File: config.mk
export PLATFORM = sky130hd
export DESIGN_NAME = console_out_arbiter_flat
export DESIGN_NICKNAME = d
export VERILOG_FILES = /design/src/rtl/console_out_arbiter_if.sv /design/src/rtl/console_out_arbiter.sv /design/src/flat_wrapper.sv
export SDC_FILE = /design/constraint.sdc
export NUM_CORES = 1
export LEC_CHECK = 0
export CAP_MARGIN = 30
export CORE_MARGIN = 2
export CORE_UTILIZATION = 47
export CTS_CLUSTER_DIAMETER = 200
export CTS_CLUSTER_SIZE = 10
export DETAILED_ROUTE_END_ITERATION = 12
export GPL_TIMING_DRIVEN = 0
export PLACE_DENSITY = 0.8
export SLEW_MARGIN = 5
export SYNTH_ARGS = -nofsm -noshare
export SYNTH_HDL_FRONTEND = slang
export SYNTH_SLANG_ARGS = --single-unit
File: constraint.sdc
create_clock -name CLK -period 2.45 [get_ports CLK]
set_clock_uncertainty 0.05 [all_clocks]
set_input_delay 0.245 -clock CLK [delete_from_list [all_inputs] [get_ports CLK]]
set_output_delay 0.245 -clock CLK [all_outputs]
set_load 0.01 [all_outputs]
File: src/rtl/console_out_arbiter_if.sv
// Producer/sink bundle for the console output arbiter.
// master = producers and UART sink, slave = arbiter.
interface console_out_arbiter_if #(
    parameter int N_REQ = 3
);
    logic [8*N_REQ-1:0] REQ_DATA;
    logic [N_REQ-1:0]   REQ_valid;
    logic [N_REQ-1:0]   REQ_ready;
    logic [N_REQ-1:0]   GRANT;
    logic [7:0]         CONSOLE_OUT;
    logic               CONSOLE_OUT_valid;
    logic               CONSOLE_OUT_ready;

    modport master (
        output REQ_DATA,
        output REQ_valid,
        output CONSOLE_OUT_ready,
        input  REQ_ready,
        input  GRANT,
        input  CONSOLE_OUT,
        input  CONSOLE_OUT_valid
    );

    modport slave (
        input  REQ_DATA,
        input  REQ_valid,
        input  CONSOLE_OUT_ready,
        output REQ_ready,
        output GRANT,
        output CONSOLE_OUT,
        output CONSOLE_OUT_valid
    );
endinterface

File: src/rtl/console_out_arbiter.sv
// Round-robin, message-locked arbiter sharing one console byte
// channel between N_REQ producers, with a registered output stage.
module console_out_arbiter #(
    parameter int         N_REQ        = 3,
    parameter logic [7:0] EOM_CHAR     = 8'h0D,
    parameter int         IDLE_TIMEOUT = 64
) (
    input  logic                  CLK,
    input  logic                  RESETn,
    console_out_arbiter_if.slave  bus
);
    localparam int IW  = (N_REQ > 1) ? $clog2(N_REQ) : 1;
    localparam int IW1 = IW + 1;
    localparam int CW  = (IDLE_TIMEOUT > 0) ?
                         $clog2(IDLE_TIMEOUT + 1) : 1;
    localparam logic [CW-1:0]  TMAX = CW'(IDLE_TIMEOUT);
    localparam logic [IW1-1:0] NR   = IW1'(N_REQ);
    localparam logic [IW-1:0]  LAST = IW'(N_REQ - 1);

    typedef enum logic {
        IDLE,
        LOCKED
    } state_t;

    state_t           state_q, state_d;
    logic [N_REQ-1:0] grant_q, grant_d;
    logic [IW-1:0]    own_q, own_d;
    logic [IW-1:0]    ptr_q, ptr_d;
    logic [CW-1:0]    cnt_q, cnt_d;
    logic [7:0]       dat_q, dat_d;
    logic             vld_q, vld_d;

    logic [7:0]       bytes [N_REQ];
    logic             found;
    logic [IW-1:0]    win;
    logic [IW1-1:0]   idx;
    logic             locked;
    logic             out_free;
    logic             tmo;
    logic             xfer;
    logic             eom;

    for (genvar i = 0; i < N_REQ; i++) begin : g_unpack
        assign bytes[i] = bus.REQ_DATA[8*i +: 8];
    end

    // First valid requester at or after ptr, with wrap.
    always_comb begin
        found = 1'b0;
        win   = '0;
        idx   = '0;
        for (int k = 0; k < N_REQ; k++) begin
            idx = {1'b0, ptr_q} + IW1'(k);
            if (idx >= NR) idx = idx - NR;
            if (!found && bus.REQ_valid[idx[IW-1:0]]) begin
                found = 1'b1;
                win   = idx[IW-1:0];
            end
        end
    end

    assign locked   = (state_q == LOCKED);
    assign out_free = !vld_q || bus.CONSOLE_OUT_ready;
    // A revoked lock must not sneak in a last byte.
    assign tmo      = (IDLE_TIMEOUT != 0) && (cnt_q == TMAX);
    assign xfer     = locked && !tmo && out_free &&
                      bus.REQ_valid[own_q];
    assign eom      = (bytes[own_q] == EOM_CHAR);

    assign bus.REQ_ready = (locked && !tmo && out_free) ?
                           grant_q : '0;
    assign bus.GRANT             = grant_q;
    assign bus.CONSOLE_OUT       = dat_q;
    assign bus.CONSOLE_OUT_valid = vld_q;

    always_comb begin
        state_d = state_q;
        grant_d = grant_q;
        own_d   = own_q;
        ptr_d   = ptr_q;
        cnt_d   = cnt_q;
        dat_d   = dat_q;
        vld_d   = vld_q;

        if (xfer) begin
            dat_d = bytes[own_q];
            vld_d = 1'b1;
        end else if (bus.CONSOLE_OUT_ready) begin
            vld_d = 1'b0;
        end

        unique case (state_q)
            IDLE: begin
                if (found) begin
                    state_d = LOCKED;
                    own_d   = win;
                    grant_d = N_REQ'(1) << win;
                    ptr_d   = (win == LAST) ? '0 : win + 1'b1;
                    cnt_d   = '0;
                end
            end
            LOCKED: begin
                if (bus.REQ_valid[own_q]) begin
                    cnt_d = '0;
                end else if (IDLE_TIMEOUT != 0 &&
                             cnt_q != TMAX) begin
                    cnt_d = cnt_q + 1'b1;
                end
                if (tmo || (xfer && eom)) begin
                    state_d = IDLE;
                    grant_d = '0;
                    cnt_d   = '0;
                end
            end
            default: begin
                state_d = IDLE;
                grant_d = '0;
            end
        endcase
    end

    always_ff @(posedge CLK or negedge RESETn) begin
        if (!RESETn) begin
            state_q <= IDLE;
            grant_q <= '0;
            own_q   <= '0;
            ptr_q   <= '0;
            cnt_q   <= '0;
            dat_q   <= 8'h00;
            vld_q   <= 1'b0;
        end else begin
            state_q <= state_d;
            grant_q <= grant_d;
            own_q   <= own_d;
            ptr_q   <= ptr_d;
            cnt_q   <= cnt_d;
            dat_q   <= dat_d;
            vld_q   <= vld_d;
        end
    end
endmodule
File: src/flat_wrapper.sv
// flat-port wrapper written by rule: the top's interface ports become plain ports
module console_out_arbiter_flat 
#(
    parameter int         N_REQ        = 3,
    parameter logic [7:0] EOM_CHAR     = 8'h0D,
    parameter int         IDLE_TIMEOUT = 64
)
  (CLK, RESETn, bus_REQ_DATA, bus_REQ_valid, bus_CONSOLE_OUT_ready, bus_REQ_ready, bus_GRANT, bus_CONSOLE_OUT, bus_CONSOLE_OUT_valid);
  console_out_arbiter_if #(.N_REQ(N_REQ)) bus_i ();
  input  logic CLK;
  input  logic RESETn;
  input wire logic [$bits(bus_i.REQ_DATA)-1:0] bus_REQ_DATA;
  input wire logic [$bits(bus_i.REQ_valid)-1:0] bus_REQ_valid;
  input wire logic [$bits(bus_i.CONSOLE_OUT_ready)-1:0] bus_CONSOLE_OUT_ready;
  output wire logic [$bits(bus_i.REQ_ready)-1:0] bus_REQ_ready;
  output wire logic [$bits(bus_i.GRANT)-1:0] bus_GRANT;
  output wire logic [$bits(bus_i.CONSOLE_OUT)-1:0] bus_CONSOLE_OUT;
  output wire logic [$bits(bus_i.CONSOLE_OUT_valid)-1:0] bus_CONSOLE_OUT_valid;
  assign bus_i.REQ_DATA = bus_REQ_DATA;
  assign bus_i.REQ_valid = bus_REQ_valid;
  assign bus_i.CONSOLE_OUT_ready = bus_CONSOLE_OUT_ready;
  assign bus_REQ_ready = bus_i.REQ_ready;
  assign bus_GRANT = bus_i.GRANT;
  assign bus_CONSOLE_OUT = bus_i.CONSOLE_OUT;
  assign bus_CONSOLE_OUT_valid = bus_i.CONSOLE_OUT_valid;
  console_out_arbiter #(.N_REQ(N_REQ), .EOM_CHAR(EOM_CHAR), .IDLE_TIMEOUT(IDLE_TIMEOUT)) u_core (.CLK(CLK), .RESETn(RESETn), .bus(bus_i));
endmodule
==> run summary <==
Outcome: complete, no violations
CP arrival: 2.04 ns
Initial antenna violation count: 0
Worst reg2reg path endpoint: u_core.bus.GRANT[0]
Num rows: 20
DRC: 0
CTS Buffer Depth: 2
Sw Share: 40.4%
Crit path kind: flop to output port
Inst Count DP: 235
Final hold vios: 0
Combinational power share: 62.6%
Worst slew pin tran: 0.448 ns
Vias in the first global route: 1341
Power Density: 1130 nW/um^2
Ys async rst share: 100%
I/O pin count: 45
Yosys top cell by area: dfrtp_1
Average wire per standard cell: 14.7 um
Top cell type's share of synthesized area: 40.4%
Post-synthesis sequential area ratio: 40.4%
EDFF count, synth: 0
Remaining global-route overflow: 0
Clk pwr share: 9.0%
Most instantiated cells after synthesis: dfrtp_1, mux2i_1, nand2_1, inv_1
Type of origin of the critical path: flop
Drt via density: 5.33
FF-to-FF setup slack: 0.17 ns
Filler cells: 236
Syn Area/Cell: 10.2 sq um
Layout net count: 233
FF+latch count, synth: 24
Hold WC Path Type: input pin to asynchronous set/reset pin
Crit path max fanout: 5
P_sw: 0.946 mW
Fin crit period: 2.33 ns
CTS sink count: 24
Max Clock Freq: 429 MHz
RePlAce Congestion: 0.769
DRT iter0 DRCs: 66
Horiz. Die Dim: 60.2 um
Post-Syn Instances: 146
Net Count, Synth: 182
Peak VDD IR: 649 uV
Routed wire length: 3.52 mm
Post-Layout Cell Count: 240
Fin. max-slew vios: 0
Setup Viol. Count Final: 0
Final Cycle Share: 95.2%
Clk Latency, worst-skew pair: 0.31 ns
Vias: 1280
Reg2Reg Launch Point: u_core.ptr_q[1]
Critical Path RT: 2.15 ns
Drt pass-1 iters: 4
Syn Std Cell Area: 1490 sq um
Cell Int Power: 1.39 mW
Antenna Nets Post-Route: 0
Flop pwr share: 28.5%
Number of max-cap violations: 0
RSZ-0062 raised after global routing: yes
Crit. End Element: output port
Die area: 3630 sq um
Antenna Cells: 0
All-Layer GR Usage: 21.1%
Leakage: 0.878 nW
Most common cell in the netlist: dfrtp_1
CTS tree: yes
Share of cells above drive strength 1: 9.18%
Top_reg_cell synth: dfrtp_1
Synth top area cells: dfrtp_1, mux2i_1, ha_1
Post-DP HPWL: 2.78 mm
Die Y: 60.2 um
Root Buffer: clkbuf_4
Netlist cell types: 43
Starting Density: 49.0%
R2R depth: 8
I/O Buffers: 44
Rel. slew slack: 69.8%
Area Growth Syn to Fin: 39.1%
H-tree levels: 1
Pin count of the biggest net entering global routing: 21
Yosys warns: 0
Clock-pin transition on the worst setup and hold timing paths: 0.13 ns
Core footprint: 3030 sq um
Final core occ: 68.2%
First-pass GRT wire length: 5.80 mm
Post-CTS Hold Fix Bufs: 0
CTS buffer count: 3
==> cells in the final DEF, fill, tap and decap left out, types with 3 or more instances in the layout <==
cell type         n
a21o_1            6
and2_1            4
clkbuf_4          3
clkdlybuf4s50_1  44
dfrtp_1          24
ha_1              6
inv_1             8
mux2_1            6
mux2i_1          12
nand2_1          10
nand3b_1          4
nor2_1            7
nor2b_1           4
o21ai_0           7
o21ai_1           3
o2bb2ai_1         7
o31ai_1           3
==> layout make-up <==
| cell class | instances | area (sq um) | area share, % |
|---|---|---|---|
| Buffer | 5 | 32.5 | 1.57 |
| Clock buffer | 4 | 36.3 | 1.76 |
| Inverter | 8 | 30.0 | 1.45 |
| Multi-Input combinational cell | 109 | 848 | 41.1 |
| Sequential cell | 24 | 601 | 29.1 |
| Tap cell | 44 | 55.1 | 2.67 |
| Timing Repair Buffer | 46 | 463 | 22.4 |
==> cells by family (layout without fill, tap and decap cells) <==
family | after synthesis | count (layout) | synth area share [%]
buf+inv | 13 | 63 | 4.21
simple gates | 43 | 43 | 16.0
mux | 19 | 19 | 13.4
flops | 24 | 24 | 40.4
compound gates | 39 | 39 | 19.7
fa+ha+maj | 6 | 6 | 5.05
xor+xnor | 2 | 2 | 1.18
==> metrics by stage <==
step	setup TNS (ns)	cell area [sq um]	worst slack, ns	hold slack, ns	total power [mW]
after floorplan	0	1490	0.444	-0.101	1.60
after global placement	0	1980	0.254	0.421	2.04
after detailed placement	0	2000	0.183	0.424	2.11
after CTS	0	2040	0.0436	0.101	2.32
after global routing	-0.0600	2070	-0.0298	0.0807	2.54
final	0	2070	0.118	0.0993	2.34
==> power by group through the flow <==
stage / sequential, mW / combinational [mW] / clock (mW)
global placement: 0.661 / 1.38 / 0
CTS: 0.664 / 1.45 / 0.212
floorplan: 0.704 / 0.892 / 0
finish: 0.666 / 1.46 / 0.210
global route: 0.690 / 1.61 / 0.233
detailed placement: 0.672 / 1.44 / 0
==> critical path, cell delays in order (launching register included) <==
cell,delay (ns)
dfrtp_1,0.42
inv_1,0.06
ha_1,0.24
a311oi_4,0.30
and2_1,0.18
clkdlybuf4s50_1,0.53
==> per-layer routing <==
| metal | wire length [um] | track usage [%] | vias up | share of wire [%] |
|---|---|---|---|---|
| met4 | 84 | 8.89 | 0 | 2.4 |
| met1 | 1490 | 27.0 | 622 | 42 |
| met2 | 1850 | 35.6 | 25 | 52 |
| li1 | - | - | 623 | - |
| met5 | 0 | 0 | - | 0 |
| met3 | 100 | 2.81 | 10 | 2.8 |
==> registers in the layout, summed over array words and instances (netlist names) <==
name	cells
u_core.own_q	2
u_core.bus.CONSOLE_OUT	8
u_core.ptr_q	2
u_core.cnt_q	7
u_core.bus.CONSOLE_OUT_valid	1
u_core.locked	1
u_core.bus.GRANT	3
==> worst max path at each step <==
stage | start | to
floorplan | u_core.ptr_q[1] | u_core.bus.GRANT[0]
global placement | bus_CONSOLE_OUT_ready | u_core.bus.GRANT[0]
detailed placement | bus_REQ_valid[1] | u_core.own_q[0]
CTS | u_core.cnt_q[0] | bus_REQ_ready[1]
global route | u_core.ptr_q[1] | u_core.bus.GRANT[0]
finish | u_core.cnt_q[0] | bus_REQ_ready[2]
==> timing repair <==
action                                  in CTS  in global routing
gates resized for setup                      1                  2
buffers inserted                             0                  1
endpoints found under the setup margin       3                  7
Power figures use the tool's default switching activity.
